**config.mk**
```make
export PLATFORM = sky130hd
export DESIGN_NAME = ldm_stm_seq
export DESIGN_NICKNAME = d
export VERILOG_FILES = /design/src/rtl/cpu_pkg.sv /design/src/rtl/ldm_stm_seq_lsb_prio_enc16.sv /design/src/rtl/ldm_stm_seq.sv
export SDC_FILE = /design/constraint.sdc
export NUM_CORES = 1
export LEC_CHECK = 0
export ABC_AREA = 1
export CORE_MARGIN = 5
export CORE_UTILIZATION = 48
export CTS_CLUSTER_SIZE = 12
export DETAILED_ROUTE_END_ITERATION = 6
export GPL_ROUTABILITY_DRIVEN = 0
export HOLD_SLACK_MARGIN = 0.1
export PLACE_DENSITY = 0.78
export RECOVER_POWER = 50
export SYNTH_ARGS = -nofsm -noshare
export SYNTH_HDL_FRONTEND = slang
export SYNTH_SLANG_ARGS = --single-unit
```
**constraint.sdc**
```tcl
create_clock -name clk -period 6.9 [get_ports clk]
set_input_delay 0.69 -clock clk [delete_from_list [all_inputs] [get_ports clk]]
set_output_delay 0.69 -clock clk [all_outputs]
set_load 0.02 [all_outputs]
```
**src/rtl/cpu_pkg.sv**
```systemverilog
// Shared core definitions: sequencer state encoding and architectural constants.
package cpu_pkg;

    typedef enum logic [1:0] {
        IDLE = 2'd0,
        XFER = 2'd1,
        WB   = 2'd2,
        DONE = 2'd3
    } seq_state_t;

    localparam logic [3:0] REG_PC     = 4'd15;
    localparam int         WORD_BYTES = 4;

endpackage

```
**src/rtl/ldm_stm_seq_lsb_prio_enc16.sv**
```systemverilog
// Lowest-set-bit priority encoder with popcount for a 16-bit register mask.
// Purely combinational, no backpressure.
module lsb_prio_enc16 (
    input  logic [15:0] i_mask,
    output logic [3:0]  o_idx,
    output logic        o_vld,
    output logic [4:0]  o_cnt
);

    always_comb begin
        o_idx = '0;
        o_cnt = '0;
        // Scan downwards so the lowest set bit is the last one written.
        for (int i = 15; i >= 0; i--) begin
            if (i_mask[i]) begin
                o_idx = 4'(i);
            end
            o_cnt = o_cnt + 5'(i_mask[i]);
        end
        o_vld = |i_mask;
    end

endmodule

```
**src/rtl/ldm_stm_seq.sv**
```systemverilog
// LDM/STM sequencer: one register per accepted memory beat, then optional base writeback.
// Holds each memory request stable until mem_ack; busy stalls the core while active.
module ldm_stm_seq
    import cpu_pkg::*;
#(
    parameter int XLEN = 32,
    parameter int NREG = 16
) (
    input  logic                    clk,
    input  logic                    reset_n,
    input  logic                    start,
    input  logic                    load,
    input  logic                    up,
    input  logic                    pre,
    input  logic                    wb,
    input  logic [$clog2(NREG)-1:0] rn,
    input  logic [NREG-1:0]         reglist,
    input  logic [XLEN-1:0]         base,
    output logic [$clog2(NREG)-1:0] ra,
    input  logic [XLEN-1:0]         rd,
    output logic                    we3,
    output logic [$clog2(NREG)-1:0] wa3,
    output logic [XLEN-1:0]         wd3,
    output logic                    pc_load,
    output logic                    mem_req,
    output logic                    mem_we,
    output logic [XLEN-1:0]         mem_addr,
    output logic [XLEN-1:0]         mem_wdata,
    input  logic                    mem_ack,
    input  logic [XLEN-1:0]         mem_rdata,
    output logic                    busy,
    output logic                    done
);

    seq_state_t      r_state;
    seq_state_t      w_next;
    logic            r_load;
    logic            r_wb_en;
    logic [3:0]      r_rn;
    logic [15:0]     r_mask;
    logic [XLEN-1:0] r_addr;
    logic [XLEN-1:0] r_final;

    logic [15:0]     w_enc_in;
    logic [3:0]      w_cur;
    logic            w_vld;
    logic [4:0]      w_cnt;
    logic [XLEN-1:0] w_four_n;
    logic [XLEN-1:0] w_plus;
    logic [XLEN-1:0] w_minus;
    logic [XLEN-1:0] w_start_addr;
    logic [XLEN-1:0] w_final;
    logic            w_wb_en;

    // One encoder serves both phases: popcount of the new list while idle, lowest pending register otherwise.
    assign w_enc_in = (r_state == IDLE) ? reglist : r_mask;

    lsb_prio_enc16 u_enc (
        .i_mask (w_enc_in),
        .o_idx  (w_cur),
        .o_vld  (w_vld),
        .o_cnt  (w_cnt)
    );

    assign w_four_n     = XLEN'(w_cnt) * XLEN'(WORD_BYTES);
    assign w_plus       = base + w_four_n;
    assign w_minus      = base - w_four_n;
    assign w_start_addr = up ? (pre ? base + XLEN'(WORD_BYTES) : base)
                             : (pre ? w_minus : w_minus + XLEN'(WORD_BYTES));
    assign w_final      = up ? w_plus : w_minus;
    assign w_wb_en      = wb && (rn != REG_PC) && !(load && reglist[rn]);

    always_ff @(posedge clk or negedge reset_n) begin
        if (!reset_n) begin
            r_state <= IDLE;
            r_load  <= 1'b0;
            r_wb_en <= 1'b0;
            r_rn    <= '0;
            r_mask  <= '0;
            r_addr  <= '0;
            r_final <= '0;
        end else begin
            r_state <= w_next;
            case (r_state)
                IDLE: begin
                    if (start) begin
                        r_load  <= load;
                        r_wb_en <= w_wb_en;
                        r_rn    <= rn;
                        r_mask  <= reglist;
                        r_addr  <= w_start_addr;
                        r_final <= w_final;
                    end
                end
                XFER: begin
                    if (mem_ack) begin
                        r_mask[w_cur] <= 1'b0;
                        r_addr        <= r_addr + XLEN'(WORD_BYTES);
                    end
                end
                default: ;
            endcase
        end
    end

    always_comb begin
        w_next    = r_state;
        ra        = '0;
        we3       = 1'b0;
        wa3       = '0;
        wd3       = '0;
        pc_load   = 1'b0;
        mem_req   = 1'b0;
        mem_we    = 1'b0;
        mem_addr  = '0;
        mem_wdata = '0;
        done      = 1'b0;
        case (r_state)
            IDLE: begin
                if (start) begin
                    w_next = w_vld ? XFER : DONE;
                end
            end
            XFER: begin
                mem_req  = w_vld;
                mem_we   = ~r_load;
                mem_addr = r_addr;
                if (!r_load) begin
                    ra        = w_cur;
                    mem_wdata = rd;
                end
                if (mem_ack) begin
                    if (r_load) begin
                        wd3 = mem_rdata;
                        if (w_cur == REG_PC) begin
                            pc_load = 1'b1;
                        end else begin
                            we3 = 1'b1;
                            wa3 = w_cur;
                        end
                    end
                    if (w_cnt == 5'd1) begin
                        w_next = r_wb_en ? WB : DONE;
                    end
                end
            end
            WB: begin
                we3    = 1'b1;
                wa3    = r_rn;
                wd3    = r_final;
                w_next = DONE;
            end
            DONE: begin
                done   = 1'b1;
                w_next = IDLE;
            end
        endcase
    end

    assign busy = (r_state != IDLE);

endmodule

```
Word-level counts from Yosys, hierarchy flattened
Cells that the tools add are included.
- bits in registers: 88
- output and inout bits: 110
- logic and storage cells: 114
- bitwise operators: 3
- eq/ne operators: 9
- reductions and logical operators: 12
- $add $sub $neg: 20
- multiplexer cells: 60
- magnitude comparators: 3
- operators by type and width (cell ; number):
    $mux W32 ; 11
    $pmux W32 S2 ; 2
    $add A32 B3 Y32 const B ; 3
    $mux W4 ; 21
    $add A5 B1 Y5 ; 14
    $mux W16 ; 3
    $add A32 B7 Y32 ; 1
    $pmux W16 S2 ; 1
    $sub A32 B7 Y32 ; 1
    $and A16 B16 Y16 ; 1
    $not A16 Y16 ; 1
    $reduce_or A16 Y1 ; 1
    $mux W1 ; 13
    $lt A4 B5 Y1 const B ; 2
    $mux W2 ; 4
    $pmux W2 S4 ; 1
    $pmux W4 S2 ; 1
    $ne A2 B2 Y1 const B ; 3
    $reduce_and A3 Y1 ; 2
    $eq A5 B1 Y1 const B ; 1
    $bmux W1 S4 ; 1
    $demux W1 S4 ; 1
    $eq A2 B2 Y1 const B ; 2
    $eq A4 B4 Y1 const B ; 1
    11 further kinds ; 15

Logic depth before layout (Yosys ltp)
- word-level depth: 26
- mapped depth: 39
- mapped depth without buffers: 39

Modules after synthesis
A second synthesis with hierarchy kept.
- cells, all modules: 1809
- area, all modules: 10601.4 sq um
- modules (own cells, without submodules) (module ; cells an instance ; instances ; area an instance (sq um)):
    ldm_stm_seq ; 1724 ; 1 ; 10013.4
    lsb_prio_enc16 ; 85 ; 1 ; 588.1

Worst setup path before layout
OpenSTA, ideal clock, no wires.
- path kind: reg-to-reg
- start point: register r_state[0]
- end point: register r_addr[31]
- required time: 6784 ps
- data arrival time: 6589 ps
- clock period less this slack: 6706 ps
- slack: 194 ps
- cell stages (with the launch flop): 32
- buffers on the path: 1
- cell sequence: dfrtp_1 -> inv_1 -> ha_1 -> inv_2 -> buf_2 -> or2_2 -> o21ai_0 -> ha_1 -> fa_1 -> fa_1 -> fa_1 -> fa_1 -> fa_1 -> fa_1 -> nor2_1 -> o21ai_0 -> inv_1 -> ha_1 -> nor2_4 -> nand3_2 -> nand2_1 -> o21ai_0 -> nand2_1 -> nand2_1 -> nor2_1 -> nand2_1 -> nor2_1 -> nand3_1 -> nand3_1 -> nand3_1 -> nand2_1 -> nand2_1
- word-level cells in the longest chain between the ends: 23
- ends and longest elaborated chain (element ; line ; text):
    start, declared ; ldm_stm_seq.sv:35 ; seq_state_t r_state;
    start signal, assigned ; ldm_stm_seq.sv:83 ; r_state <= w_next;
    $logic_not A2 Y1 ; ldm_stm_seq.sv:56, ldm_stm_seq.sv:84 ;
    $mux W16 ; ldm_stm_seq.sv:56 ; assign w_enc_in = (r_state == IDLE) ? reglist : r_mask;
    $add A1 B1 Y2 ; ldm_stm_seq_lsb_prio_enc16.sv:18 ; o_cnt = o_cnt + 5'(i_mask[i]);
    $add A5 B1 Y5 (14 in series) ; ldm_stm_seq_lsb_prio_enc16.sv:18 ;
    $sub A32 B7 Y32 ; ldm_stm_seq.sv:67 ; assign w_minus = base - w_four_n;
    $add A32 B3 Y32 ; ldm_stm_seq.sv:69 ; : (pre ? w_minus : w_minus + XLEN'(WORD_BYTES));
    $mux W32 ; ldm_stm_seq.sv:69 ;
    $mux W32 ; ldm_stm_seq.sv:68 ; assign w_start_addr = up ? (pre ? base + XLEN'(WORD_BYTES) : base)
    $mux W32 ; ldm_stm_seq.sv:86 ; if (start) begin
    $pmux W32 S2 ; ldm_stm_seq.sv:84 ; case (r_state)
    end signal, assigned ; ldm_stm_seq.sv:91 ; r_addr <= w_start_addr;
    end signal, assigned ; ldm_stm_seq.sv:98 ; r_addr <= r_addr + XLEN'(WORD_BYTES);
    end, declared ; ldm_stm_seq.sv:41 ; logic [XLEN-1:0] r_addr;
Parallel ways exist; a longest one is shown, timed or not. The select of a mux whose other input is x is not followed.
A chain may end at the register's enable or synchronous reset.

Worst setup path in the final report
- start point: register r_state[1]
- end point: register r_final[14]
- word-level cells in the longest chain between the ends: 19
- ends and longest elaborated chain (element ; line ; text):
    $logic_not A2 Y1 (*) ; ldm_stm_seq.sv:56, ldm_stm_seq.sv:84 ;
    $mux W16 ; ldm_stm_seq.sv:56 ;
    $add A1 B1 Y2 ; ldm_stm_seq_lsb_prio_enc16.sv:18 ;
    $add A5 B1 Y5 (14 in series) ; ldm_stm_seq_lsb_prio_enc16.sv:18 ;
    $sub A32 B7 Y32 / $add A32 B7 Y32 (equally long branches) ; ldm_stm_seq.sv:67, ldm_stm_seq.sv:66 ;
    $mux W32 ; ldm_stm_seq.sv:70 ; assign w_final = up ? w_plus : w_minus;
    end signal, assigned ; ldm_stm_seq.sv:92 ; r_final <= w_final;
    end, declared ; ldm_stm_seq.sv:42 ; logic [XLEN-1:0] r_final;
Every way passes the cells marked *; elsewhere a longest branch is shown, timed or not.

==> impl_metrics.ini <==
[yosys]
async_flop_share_pct = 100.0
yosysUniqueCellTypes = 56
synth-edff-count = 0
synth_cells = 1835
synth_top_area_share_pct = 20.48
syn_avg_cell_area_um2 = 5.861
synthTopCellsByCount = nand2_1 (544), nor2_1 (254), inv_1 (204), a21oi_1 (129), nand3_1 (107)
synth-seq-cells = 88
ys_top_cells_by_area = dfrtp_1 (20%), nand2_1 (19%), nor2_1 (8.9%)
yosys.area.top_type = dfrtp_1
synth.most_common_cell = nand2_1
synth-main-ff-cell = dfrtp_1
yosys_warnings = 0
syn-num-nets = 1998
synth_area_mm2 = 0.01075
yosysSeqAreaShare_pct = 20.48

[grt]
grt_util_all_layers_pct = 31.72
grt_max_degree = 67
grt_overflow = 0
grt_pass1_wl_um = 65980
antenna_found_initial = 0
grt_pass1_vias = 12410

[clock_tree]
cts-buffers-inserted = 9
cts-htree-levels = 3
cts_tree = built
clkLatencyLatePin_ns = 0.37
clock_path_buffers = 2
cts_root_buf = clkbuf_16
postCtsHoldBufs = 0
cts.clk_slew.worst_paths_ns = 0.07
cts.sinks = 88

[status]
outcome = complete, but fails checks
violations = capacitance limit, slew limit

[final_layout]
drive_gt1_share_pct = 12.73
final_util_pct = 66.37
fill_cells = 1961
antenna_cells = 0
syn_to_final_growth_pct = 35.52
ff_latch_area_mm2 = 0.002202
multiInputGateArea_mm2 = 0.007553
layout.nets = 2295

[timing]
fin_tns_setup_ns = 0
drv_slew = 179
skew_ns = 0.01737
fmax_ghz = 0.1488
setup_viol = 0
hold_viol = 0
slew_headroom_pct = -76.78
fin_crit_sh_pct = 97.42
setup_slack_ns = 0.1780
holdWs_ns = 0.4806
max_slew.worst_pin.slew_ns = 2.652
post-route-min-period_ns = 6.722

[die]
die_h_um = 159.7
die_w_um = 159.7
rows = 54
coreArea_mm2 = 0.02196
die_area_mm2 = 0.02550
initial_utilization_pct = 48.97
ioPinCount = 234

[setup_path]
end_kind = flip-flop
worst_setup_path_start_kind = flip-flop
cp.required_ns = 7.12
criticalPathCategory = reg -> reg
critPathMaxStageDelay_ns = 0.56
r2r_start = r_state[1]
path_max_fanout = 4
arrival_ns = 6.95
cpMaxStageDelayCell = fa_1
startpoint = r_state[1]

[detailed_routing]
postRouteAntennaNets = 0
vias = 13700
dr.pass1.iters = 6
viasPerCell = 5.669
drt-total-wl_um = 42830
wire_per_inst_um = 17.72
drt_iter0_markers = 1764
drc = 0

[placed_design]
dp_hpwl_um = 33030
port_buffers = 233
pre_cts_ws_ns = -0.3216

[run]
maxCapViolations = 5

[worst_hold_path]
hold_path_class = reg -> reg
hold_start = r_final[31]
cell type report:
type                    count  area share [%]
clock inverters             7          0.5065
multi-input cells        1443           51.83
flip-flops and latches     88           15.11
clock buffers               9           1.545
inverters                 220           5.666
well taps                 280           2.404
repair buffers            370           22.94
routing by layer:
metal	GRT usage [%]	routed length (µm)	vias up
met4	15.94	2348	0
met1	41.21	16920	6233
met5	0	0	-
met3	5.979	4316	168
met2	50.60	19250	811
li1	-	-	6491
path summary, 6_finish.rpt:
check,end,slack [ns],cells past startpoint
min reg2reg,r_final[31],0.48,2
min,r_final[31],0.48,2
max in group asynchronous,r_final[29],2.28,2
max,r_final[14],0.18,29
min in group asynchronous,r_load,1.10,1
max reg2reg,r_final[14],0.18,29
cell families after synthesis:
| group | count (synthesis) | share of synthesized area [%] |
|---|---|---|
| buf+inv | 304 | 10.92 |
| compound gates | 286 | 14.88 |
| xor+xnor | 55 | 4.549 |
| fa+ha+maj | 39 | 5.375 |
| simple gates | 1060 | 43.28 |
| flops | 88 | 20.48 |
| mux | 3 | 0.5119 |
what timing repair did:
| action | 4_1_cts | 5_1_grt |
|---|---|---|
| gates resized for setup | 4 | 42 |
| buffers inserted | 0 | 1 |
| endpoints found under the setup margin | 9 | 46 |
| hold endpoints to repair | 0 | 0 |
| pin swaps | 0 | 6 |
cells in the final DEF (no fill, tap or decap), drive strengths merged, types with 14 or more instances in the layout:
cell / Yosys / final
xor2: 50 / 50
nor3: 37 / 37
buf: 18 / 133
clkbuf: 66 / 15
nand2: 562 / 562
inv: 217 / 220
a31oi: 14 / 14
o21ai: 101 / 101
nor2: 282 / 282
dlygate4sd3: 0 / 28
a21oi: 132 / 132
nand3: 113 / 113
ha: 27 / 27
clkdlybuf4s50: 0 / 203
dfrtp: 88 / 88
nand4: 42 / 42
through the flow:
stage | std cells | area, µm²
after detailed placement | 2400 | 14130
after CTS | 2416 | 14440
after global routing | 2417 | 14570
after floorplan | 1835 | 10750
final | 2417 | 14570
after global placement | 2400 | 14130
state kept, by name, summed over array words and instances (netlist names):
signal,cells
r_addr,32
r_final,32
r_load,1
r_mask,16
r_rn,4
r_state,2
r_wb_en,1
worst max-delay path: cells and delay by family, from the launching register on:
kind | cells | cell delay, ns
XOR/XNOR | 1 | 0.13
adder cells (fa/ha/maj) | 8 | 3.49
AND/OR/NAND/NOR | 5 | 0.58
buffers and inverters | 10 | 1.18
flip-flops | 1 | 0.41
AO/OA/AOI/OAI | 5 | 0.81
Power is left out: the tool's default activity adds up to more than one toggle a clock period on the data nets, which glitch-free logic cannot reach.
